[src/rtl/scoreboard_pkg.sv]
// Shared definitions for the button-conditioning block.
// Holds the default channel count, the default timing constants and the
// per-channel debounce state encoding.
package scoreboard_pkg;

    localparam int unsigned NBTN             = 9;
    localparam int unsigned PRESCALE_DEF     = 50000;
    localparam int unsigned DB_TICKS_DEF     = 8;
    localparam int unsigned REPEAT_DELAY_DEF = 500;
    localparam int unsigned REPEAT_RATE_DEF  = 100;

    typedef enum logic [1:0] {
        LOW     = 2'd0,
        PEND_HI = 2'd1,
        HIGH    = 2'd2,
        PEND_LO = 2'd3
    } btn_state_t;

endpackage

[src/rtl/sb_debounce_ch.sv]
// One debounced button channel: 2-flop synchronizer, LOW/PEND_HI/HIGH/PEND_LO
// state machine with a debounce tick counter, and registered level/press/release.
// Optional auto-repeat of the press pulse while held: SCOREBOARD_BTN_REPEAT_EN.
//
// Ports:
//   clk_i      clock
//   rst_i      synchronous active-high reset
//   raw_i      asynchronous pad input, active-high
//   tick_i     shared debounce tick, one cycle wide
//   level_o    debounced level (registered)
//   press_o    one-cycle press pulse (registered)
//   release_o  one-cycle release pulse (registered)
//   press_c    next-cycle value of press_o, for the top-level OR register
module sb_debounce_ch
    import scoreboard_pkg::*;
#(
    parameter int unsigned DB_TICKS     = DB_TICKS_DEF
`ifdef SCOREBOARD_BTN_REPEAT_EN
   ,parameter int unsigned REPEAT_DELAY = REPEAT_DELAY_DEF
   ,parameter int unsigned REPEAT_RATE  = REPEAT_RATE_DEF
`endif
) (
    input  logic clk_i,
    input  logic rst_i,
    input  logic raw_i,
    input  logic tick_i,
    output logic level_o,
    output logic press_o,
    output logic release_o,
    output logic press_c
);

    localparam int unsigned CNT_W = $clog2(DB_TICKS + 1);

    logic             sync1_q, sync2_q;
    btn_state_t       state_q, state_d;
    logic [CNT_W-1:0] cnt_q, cnt_d;
    logic             level_q, level_d;
    logic             press_q, press_d;
    logic             release_q, release_d;
    logic             rise_c;

`ifdef SCOREBOARD_BTN_REPEAT_EN
    localparam int unsigned RPT_MAX = (REPEAT_DELAY > REPEAT_RATE) ? REPEAT_DELAY : REPEAT_RATE;
    localparam int unsigned RPT_W   = $clog2(RPT_MAX + 1);

    logic [RPT_W-1:0] rpt_q, rpt_d;
    logic             rpt_fire;

    // Ticks-to-next-repeat countdown; reloaded whenever the channel is not settled HIGH.
    always_comb begin
        rpt_d    = rpt_q;
        rpt_fire = 1'b0;
        if (state_q != HIGH) begin
            rpt_d = RPT_W'(REPEAT_DELAY);
        end else if (sync2_q && tick_i) begin
            if (rpt_q == RPT_W'(1)) begin
                rpt_fire = 1'b1;
                rpt_d    = RPT_W'(REPEAT_RATE);
            end else begin
                rpt_d = rpt_q - RPT_W'(1);
            end
        end
    end

    always_ff @(posedge clk_i) begin
        if (rst_i) begin
            rpt_q <= '0;
        end else begin
            rpt_q <= rpt_d;
        end
    end
`endif

    // State, counter and output registers.
    always_ff @(posedge clk_i) begin
        if (rst_i) begin
            sync1_q   <= 1'b0;
            sync2_q   <= 1'b0;
            state_q   <= LOW;
            cnt_q     <= '0;
            level_q   <= 1'b0;
            press_q   <= 1'b0;
            release_q <= 1'b0;
        end else begin
            sync1_q   <= raw_i;
            sync2_q   <= sync1_q;
            state_q   <= state_d;
            cnt_q     <= cnt_d;
            level_q   <= level_d;
            press_q   <= press_d;
            release_q <= release_d;
        end
    end

    // Debounce FSM: any synchronized change back to the settled level wins over a tick.
    always_comb begin
        state_d = state_q;
        cnt_d   = cnt_q;
        case (state_q)
            LOW: begin
                if (sync2_q) begin
                    state_d = PEND_HI;
                    cnt_d   = '0;
                end
            end
            PEND_HI: begin
                if (!sync2_q) begin
                    state_d = LOW;
                end else if (tick_i) begin
                    if (cnt_q == CNT_W'(DB_TICKS - 1)) begin
                        state_d = HIGH;
                        cnt_d   = '0;
                    end else begin
                        cnt_d = cnt_q + CNT_W'(1);
                    end
                end
            end
            HIGH: begin
                if (!sync2_q) begin
                    state_d = PEND_LO;
                    cnt_d   = '0;
                end
            end
            PEND_LO: begin
                if (sync2_q) begin
                    state_d = HIGH;
                end else if (tick_i) begin
                    if (cnt_q == CNT_W'(DB_TICKS - 1)) begin
                        state_d = LOW;
                        cnt_d   = '0;
                    end else begin
                        cnt_d = cnt_q + CNT_W'(1);
                    end
                end
            end
            default: begin
                state_d = LOW;
                cnt_d   = '0;
            end
        endcase
    end

    // Level and edge pulses, aligned with the registered level.
    always_comb begin
        level_d   = (state_d == HIGH) || (state_d == PEND_LO);
        rise_c    = level_d & ~level_q;
        release_d = ~level_d & level_q;
`ifdef SCOREBOARD_BTN_REPEAT_EN
        press_d   = rise_c | rpt_fire;
`else
        press_d   = rise_c;
`endif
    end

    assign level_o   = level_q;
    assign press_o   = press_q;
    assign release_o = release_q;
    assign press_c   = press_d;

endmodule

[src/rtl/scoreboard_btn_cond.sv]
// Button conditioning for NBTN pads: one shared debounce prescaler feeding
// NBTN independent debounce channels, plus a registered any-press flag.
// Optional press auto-repeat while held: define SCOREBOARD_BTN_REPEAT_EN.
//
// Ports:
//   wb_clk_i     sole clock
//   wb_rst_i     synchronous active-high reset
//   btn_raw      asynchronous pad inputs, active-high
//   btn_level    debounced levels
//   btn_press    one-cycle pulse per accepted press
//   btn_release  one-cycle pulse per accepted release
//   press_any    OR of btn_press, registered to coincide with it
module scoreboard_btn_cond
    import scoreboard_pkg::*;
#(
    parameter int unsigned NBTN         = scoreboard_pkg::NBTN,
    parameter int unsigned PRESCALE     = PRESCALE_DEF,
    parameter int unsigned DB_TICKS     = DB_TICKS_DEF,
    parameter int unsigned REPEAT_DELAY = REPEAT_DELAY_DEF,
    parameter int unsigned REPEAT_RATE  = REPEAT_RATE_DEF
) (
    input  logic            wb_clk_i,
    input  logic            wb_rst_i,
    input  logic [NBTN-1:0] btn_raw,
    output logic [NBTN-1:0] btn_level,
    output logic [NBTN-1:0] btn_press,
    output logic [NBTN-1:0] btn_release,
    output logic            press_any
);

    localparam int unsigned PS_W = (PRESCALE > 1) ? $clog2(PRESCALE) : 1;

    logic [PS_W-1:0] ps_q, ps_d;
    logic            tick;
    logic [NBTN-1:0] press_nxt;
    logic            press_any_q;

    // Shared prescaler: 0..PRESCALE-1, tick on the last count.
    assign tick = (ps_q == PS_W'(PRESCALE - 1));
    assign ps_d = tick ? '0 : ps_q + PS_W'(1);

    always_ff @(posedge wb_clk_i) begin
        if (wb_rst_i) begin
            ps_q        <= '0;
            press_any_q <= 1'b0;
        end else begin
            ps_q        <= ps_d;
            press_any_q <= |press_nxt;
        end
    end

    for (genvar i = 0; i < int'(NBTN); i++) begin : g_ch
        sb_debounce_ch #(
            .DB_TICKS     (DB_TICKS)
`ifdef SCOREBOARD_BTN_REPEAT_EN
           ,.REPEAT_DELAY (REPEAT_DELAY)
           ,.REPEAT_RATE  (REPEAT_RATE)
`endif
        ) u_ch (
            .clk_i     (wb_clk_i),
            .rst_i     (wb_rst_i),
            .raw_i     (btn_raw[i]),
            .tick_i    (tick),
            .level_o   (btn_level[i]),
            .press_o   (btn_press[i]),
            .release_o (btn_release[i]),
            .press_c   (press_nxt[i])
        );
    end

    assign press_any = press_any_q;

endmodule

[config.mk]
export PLATFORM = sky130hd
export DESIGN_NAME = scoreboard_btn_cond
export DESIGN_NICKNAME = d
export VERILOG_FILES = /design/src/rtl/scoreboard_pkg.sv /design/src/rtl/sb_debounce_ch.sv /design/src/rtl/scoreboard_btn_cond.sv
export SDC_FILE = /design/constraint.sdc
export NUM_CORES = 1
export LEC_CHECK = 0
export ABC_AREA = 1
export CAP_MARGIN = 20
export CORE_ASPECT_RATIO = 0.9
export CORE_MARGIN = 2
export CORE_UTILIZATION = 45
export CTS_CLUSTER_SIZE = 12
export DETAILED_ROUTE_END_ITERATION = 12
export RECOVER_POWER = 25
export SETUP_SLACK_MARGIN = 0.05
export SLEW_MARGIN = 20
export SYNTH_ARGS = -nofsm -noshare
export SYNTH_HDL_FRONTEND = slang
export SYNTH_HIERARCHICAL = 1
export SYNTH_SLANG_ARGS = --single-unit
[constraint.sdc]
create_clock -name wb_clk_i -period 8.9 [get_ports wb_clk_i]
set_input_delay 1.78 -clock wb_clk_i [delete_from_list [all_inputs] [get_ports wb_clk_i]]
set_output_delay 1.78 -clock wb_clk_i [all_outputs]
set_load 0.1 [all_outputs]
==> metrics.md <==
| Metric | Value |
|---|---|
| Area of the multi-input gates | `2670 µm²` |
| CTS root buf | `clkbuf_16` |
| Most frequent cells after synthesis | `179 x nand2_1, 122 x inv_1, 117 x nor2_1, 116 x dfxtp_1, 43 x nand3_1` |
| RSZ-0062 raised after global routing | `no` |
| Reg2reg end | `press_any` |
| Port bufs | `38` |
| Clk Latency, worst-skew pair | `0.42 ns` |
| Pwr per Cell Area | `193 nW/µm²` |
| Total die area | `13,200 µm²` |
| Setup Fix Bufs, Post-CTS | `0` |
| Gate power share | `3.2%` |
| Tot GR Track Use | `17.5%` |
| Switch Pwr | `264 µW` |
| Top sig layer | `met4` |
| Clk pwr share | `55.4%` |
| Ys Warns | `6` |
| Clock skew | `0.0112 ns` |
| Failing checks | `max-capacitance violations, max-slew violations` |
| FFs w/ async S/R, synth | `0%` |
| CP Data Required Time | `~9.2 ns` |
| Die Width | `121 µm` |
| CTS tree | `done` |
| Hold Path Class | `reg2reg` |
| Max frequency | `0.188 GHz` |
| Met1 Routed Length | `4.93 mm` |
| WHS | `0.401 ns` |
| Post-CTS Resized | `0` |
| Worst setup path class | `in2reg` |
| Hold_buf cts | `0` |
| Met2 WL post-DR | `about 5.3 mm` |
| Synth Cell Area | `5510 µm²` |
| Final Power | `1.29 mW` |
| Core area | `12,000 µm²` |
| Mapped Cells | `between 700 and 800` |
| Total CTS buffers | `17` |
| Leakage Power | `2.78 nW` |
| Fin. Hold Viols | `0` |
| CTS sink count | `116` |
| GP Congestion | `0.849` |
| Final Cycle Share | `59.7%` |
| Setup TNS | `0 ns` |
| Dpl ws | `5.58 ns` |
| Inserted Diodes | `0` |
| Avg WL per Cell | `10.7 µm` |
| Number of synthesized flops with an enable pin | `0` |
| FP Rows | `38` |
| Main synth FF type | `dfxtp_1` |
| Final core utilization | `55.5%` |
| Antenna violations before repair | `0` |
| Sw frac | `20.4%` |
| Post-route worst setup slack | `3.58 ns` |
| RR Startpoint | `ps_q[0]` |
| Crit path to | `ps_q[9]` |
| Hold depth | `2` |
| Area contributors post-synth | `dfxtp_1 42%, nand2_1 12%, inv_1 8.3%` |
| Worst-Margin Slew | `~4.2 ns` |
| Synth area leader | `dfxtp_1` |
| H-tree levels | `4` |
| Area Overhead vs Synth | `21.1%` |
| DR iter-0 viols | `316` |
| Flop-to-flop setup slack | `5.71 ns` |
| DRC viols | `0` |
| Syn Area/Cell | `7.06 µm²` |
| Register Area | `2320 µm²` |
| First-pass GRT wire length | `about 18 mm` |
| Total routed wirelength | `10.7 mm` |
| Global route overflow | `0` |
| Minimum clock period | `5.32 ns` |
| Critical Path Source Type | `primary input` |
| CTS clock-pin slew for the worst setup and hold paths | `0.05 ns` |
| CP arrival | `5.61 ns` |
| MaxCap Viol Count | `1` |
| Synth unique cells | `31` |
| HPWL Detailed | `7.35 mm` |
| R2R depth | `12` |
| Final setup violation count | `0` |
| Sequential area share after synthesis | `about 42%` |
| Yosys top cell area share | `42.1%` |
| Status | `complete, but fails checks` |
| Hold_sp | `g_ch[4].u_ch/sync1_q` |
| Max Buffers Root-to-Sink | `2` |
| Peak VDD IR | `0.162 mV` |
| Headroom to the max-slew limit | `-180%` |
| Cell Int Power | `1.03 mW` |
| CP endpoint kind | `register` |
| Initial Utilization | `45.8%` |
| Top-count cell post-synth | `nand2_1` |
| Syn Nets | `802` |
| Flops & latches, synth | `between 100 and 150` |
| Largest net degree at the start of global routing | `a little over 90` |
| DR vias | `4,698` |
| Die H | `109 µm` |
| Filler cells | `1,126` |
| Worst-path fanout max | `92` |
| Fin. max-slew vios | `93` |
| Nets | `850` |
| Critical Path Start | `wb_rst_i` |
| Io pins | `39` |
| Reg power frac | `41.4%` |
| Drt first pass iters | `5` |
| Vias in the first global route | `between 4,000 and 5,000` |
| WL met3 | `~350 µm` |
| Fraction of layout cells with a size suffix above 1 | `17.0%` |
| Antenna-violating nets left | `0` |
| Vias/cell | `approximately 4.7` |
## cell type report
cell class	instances	share of cell area [%]
Sequential cell	116	34.8
Tap cell	160	3.00
Clock buffer	24	7.66
Timing Repair Buffer	39	5.72
Clock inverter	8	1.80
Inverter	125	7.05
Multi-Input combinational cell	530	40.0
## worst min-delay path by stage
stage / to
6_report: g_ch[4].u_ch/sync2_q
5_1_grt: g_ch[4].u_ch/sync2_q
3_5_place_dp: g_ch[0].u_ch/sync2_q
2_1_floorplan: g_ch[0].u_ch/sync2_q
3_3_place_gp: g_ch[0].u_ch/sync2_q
4_1_cts: g_ch[0].u_ch/sync2_q
## through the flow
| stage | std cells | cell area, µm² |
|---|---|---|
| 2_1_floorplan | 781 | 5510 |
| 3_3_place_gp | 970 | 6050 |
| 3_5_place_dp | 970 | 6050 |
| 4_1_cts | 1002 | 6680 |
| 5_1_grt | 1002 | 6680 |
| 6_report | 1002 | 6680 |
## kinds of logic (layout without fill, tap and decap cells)
group,count (synthesis),count (layout),synth area share (%)
compound gates,38,38,4.81
xor+xnor,4,4,0.635
fa+ha+maj,10,10,2.27
buf+inv,135,196,9.51
flops,116,116,42.1
simple gates,478,478,40.7
## layer usage
metal  vias to the layer above  GRT usage, %
met5                         -             0
met4                         0          8.14
met3                        13          5.54
met2                        62          30.3
met1                      2106          19.6
li1                       2517             -
## flip-flops by register name (all words and copies together), names as in the netlist
register and flops:
g_ch.u_ch/level_o 9, g_ch.u_ch/state_q 18, g_ch.u_ch/cnt_q 36, g_ch.u_ch/press_o 9
g_ch.u_ch/sync2_q 9, g_ch.u_ch/sync1_q 9, press_any 1, g_ch.u_ch/release_o 9
ps_q 16
## layout by cell type, fill, tap and decap left out, types with 2 or more instances in the layout
cell	Yosys	layout
clkinvlp_4	0	2
nor2_2	30	31
or2_2	10	10
o21bai_2	8	8
nand4_1	23	23
nand2_1	179	179
bufinv_16	0	3
nor3_1	19	19
clkdlybuf4s50_1	0	37
nand3_1	43	43
a21oi_2	2	2
clkinv_2	1	4
inv_1	122	122
ha_1	10	10
clkbuf_1	9	2
inv_2	2	2
nor2_4	2	2
clkbuf_16	0	17
a31oi_1	8	8
nand2_4	2	2
a21oi_1	16	16
nand3_2	9	9
nand2_2	41	41
xor2_1	3	3
nor2_1	117	116
dfxtp_1	116	116
clkbuf_8	0	6
## worst max-delay path, cell delays in order
cell and delay [ns]:
clkbuf_1 2.90, inv_1 0.36, nand2_4 0.44, a21oi_1 0.08
## power groups by stage
stage | sequential [mW] | clock, mW | combinational (mW)
after detailed placement | 0.545 | 0 | 0.0409
after global routing | 0.535 | 0.758 | 0.0470
final | 0.534 | 0.715 | 0.0411
after floorplan | 0.544 | 0 | 0.0313
after global placement | 0.545 | 0 | 0.0397
after CTS | 0.534 | 0.731 | 0.0412
Power figures use the tool's default switching activity.
